**src/rtl/uart_rx.sv**
```systemverilog
// UART receiver: 2-flop synchronized serial line in, one word out through a
// single-entry valid/yumi register with parity, framing and overrun status.
module uart_rx #(
  parameter int clk_per_bit_p = 10416,
  parameter int data_bits_p   = 8,
  parameter int parity_bit_p  = 0,
  parameter int parity_odd_p  = 0,
  parameter int stop_bits_p   = 1
) (
  input  logic                   clk_i,
  input  logic                   reset_n_i,
  input  logic                   rx_i,
  output logic                   rx_v_o,
  output logic [data_bits_p-1:0] rx_o,
  input  logic                   rx_yumi_i,
  output logic                   rx_parity_err_o,
  output logic                   rx_frame_err_o,
  output logic                   rx_overrun_o
);

  localparam int CW = $clog2(clk_per_bit_p);
  localparam logic [CW-1:0] half_last_lp = CW'(clk_per_bit_p / 2 - 1);
  localparam logic [CW-1:0] bit_last_lp  = CW'(clk_per_bit_p - 1);
  localparam logic [3:0]    data_last_lp = 4'(data_bits_p - 1);
  localparam logic [3:0]    stop_last_lp = 4'(stop_bits_p - 1);

  typedef enum logic [2:0] {
    e_reset, e_idle, e_start_bit, e_data_bits, e_parity_bit, e_stop_bit
  } state_e;

  state_e                 state_q, state_d;
  logic                   sync1_q, sync1_d, sync2_q, sync2_d;
  logic [CW-1:0]          clk_cnt_q, clk_cnt_d;
  logic [3:0]             bit_cnt_q, bit_cnt_d;
  logic [data_bits_p-1:0] shift_q, shift_d;
  logic                   par_acc_q, par_acc_d;
  logic                   par_err_q, par_err_d;
  logic                   frm_err_q, frm_err_d;
  logic                   rx_v_q, rx_v_d;
  logic [data_bits_p-1:0] rx_data_q, rx_data_d;
  logic                   rx_pe_q, rx_pe_d;
  logic                   rx_fe_q, rx_fe_d;
  logic                   rx_ovr_q, rx_ovr_d;
  logic                   rx_s;
  logic                   done;

  assign rx_s = sync2_q;

  always_comb begin
    sync1_d   = rx_i;
    sync2_d   = sync1_q;
    state_d   = state_q;
    clk_cnt_d = clk_cnt_q + CW'(1);
    bit_cnt_d = bit_cnt_q;
    shift_d   = shift_q;
    par_acc_d = par_acc_q;
    par_err_d = par_err_q;
    frm_err_d = frm_err_q;
    done      = 1'b0;
    case (state_q)
      e_reset: begin
        state_d   = e_idle;
        clk_cnt_d = '0;
      end
      e_idle: begin
        clk_cnt_d = '0;
        bit_cnt_d = '0;
        par_acc_d = 1'b0;
        par_err_d = 1'b0;
        frm_err_d = 1'b0;
        if (!rx_s) state_d = e_start_bit;
      end
      e_start_bit: begin
        // A line that is high again at mid start bit was a glitch.
        if (clk_cnt_q == half_last_lp) begin
          clk_cnt_d = '0;
          state_d   = rx_s ? e_idle : e_data_bits;
        end
      end
      e_data_bits: begin
        if (clk_cnt_q == bit_last_lp) begin
          clk_cnt_d = '0;
          shift_d   = {rx_s, shift_q[data_bits_p-1:1]};
          par_acc_d = par_acc_q ^ rx_s;
          bit_cnt_d = bit_cnt_q + 4'd1;
          if (bit_cnt_q == data_last_lp) begin
            bit_cnt_d = '0;
            state_d   = (parity_bit_p != 0) ? e_parity_bit : e_stop_bit;
          end
        end
      end
      e_parity_bit: begin
        if (clk_cnt_q == bit_last_lp) begin
          clk_cnt_d = '0;
          par_err_d = (par_acc_q ^ rx_s) != 1'(parity_odd_p);
          state_d   = e_stop_bit;
        end
      end
      e_stop_bit: begin
        // Deliver at mid last stop bit so the next start edge is not missed.
        if (clk_cnt_q == bit_last_lp) begin
          clk_cnt_d = '0;
          if (!rx_s) frm_err_d = 1'b1;
          bit_cnt_d = bit_cnt_q + 4'd1;
          if (bit_cnt_q == stop_last_lp) begin
            done    = 1'b1;
            state_d = e_idle;
          end
        end
      end
      default: state_d = e_reset;
    endcase
  end

  always_comb begin
    rx_v_d    = rx_v_q;
    rx_data_d = rx_data_q;
    rx_pe_d   = rx_pe_q;
    rx_fe_d   = rx_fe_q;
    rx_ovr_d  = 1'b0;
    if (rx_yumi_i) rx_v_d = 1'b0;
    if (done) begin
      if (!rx_v_q || rx_yumi_i) begin
        rx_v_d    = 1'b1;
        rx_data_d = shift_q;
        rx_pe_d   = par_err_q;
        rx_fe_d   = frm_err_d;
      end else begin
        rx_ovr_d  = 1'b1;
      end
    end
  end

  always_ff @(posedge clk_i) begin
    if (!reset_n_i) begin
      state_q   <= e_reset;
      sync1_q   <= 1'b1;
      sync2_q   <= 1'b1;
      clk_cnt_q <= '0;
      bit_cnt_q <= '0;
      shift_q   <= '0;
      par_acc_q <= 1'b0;
      par_err_q <= 1'b0;
      frm_err_q <= 1'b0;
      rx_v_q    <= 1'b0;
      rx_data_q <= '0;
      rx_pe_q   <= 1'b0;
      rx_fe_q   <= 1'b0;
      rx_ovr_q  <= 1'b0;
    end else begin
      state_q   <= state_d;
      sync1_q   <= sync1_d;
      sync2_q   <= sync2_d;
      clk_cnt_q <= clk_cnt_d;
      bit_cnt_q <= bit_cnt_d;
      shift_q   <= shift_d;
      par_acc_q <= par_acc_d;
      par_err_q <= par_err_d;
      frm_err_q <= frm_err_d;
      rx_v_q    <= rx_v_d;
      rx_data_q <= rx_data_d;
      rx_pe_q   <= rx_pe_d;
      rx_fe_q   <= rx_fe_d;
      rx_ovr_q  <= rx_ovr_d;
    end
  end

  assign rx_v_o          = rx_v_q;
  assign rx_o            = rx_data_q;
  assign rx_parity_err_o = rx_pe_q;
  assign rx_frame_err_o  = rx_fe_q;
  assign rx_overrun_o    = rx_ovr_q;

endmodule

```
**config.mk**
```make
export PLATFORM = sky130hd
export DESIGN_NAME = uart_rx
export DESIGN_NICKNAME = d
export VERILOG_FILES = /design/src/rtl/uart_rx.sv
export SDC_FILE = /design/constraint.sdc
export NUM_CORES = 1
export LEC_CHECK = 0
export CELL_PAD_IN_SITES_DETAIL_PLACEMENT = 1
export CELL_PAD_IN_SITES_GLOBAL_PLACEMENT = 2
export CORE_MARGIN = 2
export CORE_UTILIZATION = 36
export DETAILED_ROUTE_END_ITERATION = 16
export PLACE_DENSITY_LB_ADDON = 0.12
export RECOVER_POWER = 25
export SLEW_MARGIN = 5
export SYNTH_ARGS = -nofsm -noshare
export SYNTH_HDL_FRONTEND = slang
export SYNTH_SLANG_ARGS = --single-unit
export TNS_END_PERCENT = 10
```
**constraint.sdc**
```tcl
create_clock -name clk_i -period 2.6 [get_ports clk_i]
set_clock_uncertainty 0.1 [all_clocks]
set_input_delay 0.52 -clock clk_i [delete_from_list [all_inputs] [get_ports clk_i]]
set_output_delay 0.52 -clock clk_i [all_outputs]
set_load 0.005 [all_outputs]
```
==> key figures <==
Finish
  – Final net count: 255
  – Core Util, Final: 0.4395
  – Fraction of final layout cells sized beyond drive strength 1: 0.1004
  – N_diodes: 0
  – Fill count: 661
  – P&R area growth vs syn: 16.97%

Global routing
  – Total gr overflow: 0
  – First-pass GRT wire length: 7852 um
  – M3 GR Usage: 0.04045
  – Number of antenna violations at the first check in global routing: 0
  – Largest net degree at the start of global routing: 26
  – GRT busiest layer: met2
  – Vias in the first global route: 1636
  – Met2 Resource Use GR: 0.2467
  – GRT Resource Usage Total: 0.1556
  – Grt met1 use: 0.2057

STA
  – Final period utilization: 0.8328
  – Final WS setup: 0.4346 ns
  – Final hold violation count: 0
  – Setup violators final: 0
  – Final min period: 2.165 ns
  – Peak Freq: 0.4618 GHz
  – Worst hold margin: 0.3234 ns
  – Slew Limit Fails: 0
  – Actual slew at the worst max-slew pin: 0.5496 ns
  – Max_slew headroom: 0.6336
  – RSZ-0062 raised after global routing: false
  – Final TNS setup: 0 ns

Route
  – Drt via density: 5.150
  – DRT iter0 DRCs: 78
  – Routed via count: 1653
  – DRC Markers: 0
  – First drt pass iteration count: 4
  – Final ANT Viol Nets: 0
  – Detailed Route WL: 4398 um
  – Wire per inst: 13.70 um

Floorplanning
  – Site Rows: 27
  – Initial Utilization: 0.3758
  – I/O pins: 16
  – CORE AREA: 5574 um^2
  – Die height: 80.28 um
  – Die area: 6444 um^2
  – Die X: 80.28 um

Yosys
  – Cell accounting for the most synthesized area: dfxtp_1
  – Post-synthesis register bit count: 46
  – Top-area cell type share of the netlist area: 0.4397
  – Sequential area share after synthesis: 0.4397
  – Synth warn: 0
  – Post-synthesis cell count: 230
  – Syn_area_per_cell: 9.107 um^2
  – Number of flops mapped to enable cells by yosys: 0
  – Post-Syn Nets: 237
  – Most common cell in the netlist: dfxtp_1
  – Netlist Area Pre-Place: 2095 um^2
  – Synth area leaders: dfxtp_1, mux2i_1, nor2_1
  – Number of library cell types mapped by synthesis: 48
  – Commonest cells post-synth: dfxtp_1, nor2_1, mux2i_1
  – Ys flop type: dfxtp_1
  – Ys async rst share: 0

Worst setup path
  – CP startpoint: clk_cnt_q[0]$_SDFF_PN0_
  – CP startpoint kind: flop
  – R2r startpoint: clk_cnt_q[0]$_SDFF_PN0_
  – Setup CP Type: reg2reg
  – Critical path endpoint: bit_cnt_q[3]$_SDFFE_PN0P_
  – Reg2reg end: bit_cnt_q[3]$_SDFFE_PN0P_
  – Reg2reg path depth: 6
  – Slowest Stage Delay on Critical Path: 0.38 ns
  – Required time worst endpoint: 2.71 ns
  – CP Max Fanout: 9
  – Slowest-stage cell, CP: maj3_2
  – WP data arrival: 2.27 ns
  – CP Capture Type: flop
  – Sequence of cells on the critical path: ha_1 > and4_4 > nand4_4 > maj3_2 > o311a_1 > a31o_1
  – Reg2Reg Setup Slack: 0.43 ns

Clock network
  – Clock sink count: 46
  – CTS Root Buffer Type: clkbuf_8
  – H-tree levels: 2
  – CTS Buf Count: 5
  – Clock Path Buffers: 2
  – Worst skew pair latency: 0.31 ns
  – Clock-pin transition on the worst setup and hold timing paths: 0.09 ns
  – CTS tree: done
  – CTS resizes: 0
  – CTS Hold Buffers Added: 0
  – Setup Buffers After CTS: 0

Placed design
  – Detailed placement HPWL: 3128 um
  – Port Buffers: 15
  – Pre-CTS setup slack: 0.4456 ns
  – Routability Congestion: 0.7522

Worst hold path
  – WHS Path Cells: 1
  – HP Class: reg2reg

Status
  – Status: complete, no violations

Power
  – Max VDD drop: 215.8 uV
  – Lkg Pwr: 0.8360 nW
  – Power Density: 545.0 nW/um^2

Job
  – Max-cap violations: 0
how the worst min path moves through the flow:
stage | from | endpoint | slack [ns]
4_1_cts | sync1_q$_SDFF_PN1_ | rx_s$_SDFF_PN1_ | 0.33
3_5_place_dp | sync1_q$_SDFF_PN1_ | rx_s$_SDFF_PN1_ | 0.31
3_3_place_gp | sync1_q$_SDFF_PN1_ | rx_s$_SDFF_PN1_ | 0.30
2_1_floorplan | sync1_q$_SDFF_PN1_ | rx_s$_SDFF_PN1_ | 0.29
6_report | sync1_q$_SDFF_PN1_ | rx_s$_SDFF_PN1_ | 0.32
5_1_grt | sync1_q$_SDFF_PN1_ | rx_s$_SDFF_PN1_ | 0.36
critical path: cells and delay by family (launching register included):
kind	cells	cell delay [ns]
compound gates	2	0.52
fa+ha+maj	2	0.62
simple gates	2	0.48
flops	1	0.36
layout make-up:
| cell class | count | area, um^2 | area share |
|---|---|---|---|
| Timing Repair Buffer | 21 | 192.7 | 0.07865 |
| Clock buffer | 5 | 68.82 | 0.02809 |
| Multi-Input combinational cell | 166 | 1104 | 0.4505 |
| Clock inverter | 3 | 43.79 | 0.01788 |
| Tap cell | 72 | 90.09 | 0.03677 |
| Sequential cell | 46 | 920.9 | 0.3759 |
| Inverter | 8 | 30.03 | 0.01226 |
flip-flops by register name (all words and copies together) (netlist names), 3 cells and up:
register / cells
rx_o: 8
state_q: 3
shift_q: 8
bit_cnt_q: 4
clk_cnt_q: 14
power breakdown:
group / leakage [nW] / switching (mW) / internal [mW] / total (mW)
combinational: 0.406 / 0.0401 / 0.0270 / 0.0671
sequential: 0.371 / 0.00864 / 0.709 / 0.718
clock: 0.0585 / 0.262 / 0.288 / 0.550
through the flow:
step	cell area [um^2]	std cells	power (mW)
2_1_floorplan	2095	230	0.7761
3_3_place_gp	2340	313	0.8038
3_5_place_dp	2340	313	0.8021
4_1_cts	2452	321	1.355
5_1_grt	2450	321	1.393
6_report	2450	321	1.335
layout by cell type (no fill, tap or decap), types with 2 or more instances in the layout:
cell / Yosys / layout
dfxtp_1: 46 / 46
nor2_1: 43 / 43
mux2i_1: 18 / 18
nand2_1: 14 / 14
dlygate4sd3_1: 0 / 11
o21ai_0: 8 / 8
inv_1: 7 / 7
xnor2_1: 7 / 7
xor2_1: 6 / 6
a21oi_1: 6 / 6
nand3_1: 5 / 5
clkbuf_8: 0 / 5
buf_4: 0 / 5
and2_1: 4 / 4
nand2b_1: 4 / 4
clkdlybuf4s50_1: 0 / 4
nor2b_1: 3 / 3
nor4bb_1: 3 / 3
nand3b_1: 3 / 3
nand4_1: 3 / 3
or3_1: 3 / 3
nor3_1: 4 / 3
ha_1: 3 / 3
nor4b_1: 2 / 2
nor4_1: 2 / 2
o21bai_1: 2 / 2
routing by layer:
metal | up-vias | share of wire | wire length [um]
li1 | 837 | - | -
met3 | 6 | 0.024 | 105
met4 | 0 | 0.014 | 62
met2 | 20 | 0.46 | 2021
met5 | - | 0 | 0
met1 | 790 | 0.50 | 2209
cell families after synthesis:
kind of cell             Yosys count  share of synthesized area
multiplexers                      18                    0.08602
XOR/XNOR                          13                    0.05436
adder cells (fa/ha/maj)            4                    0.02330
flip-flops                        46                     0.4397
AND/OR/NAND/NOR                  102                     0.2664
buffers and inverters             18                    0.03584
AO/OA/AOI/OAI                     29                    0.09439
Note: power is estimated with default switching activity, not from simulation.
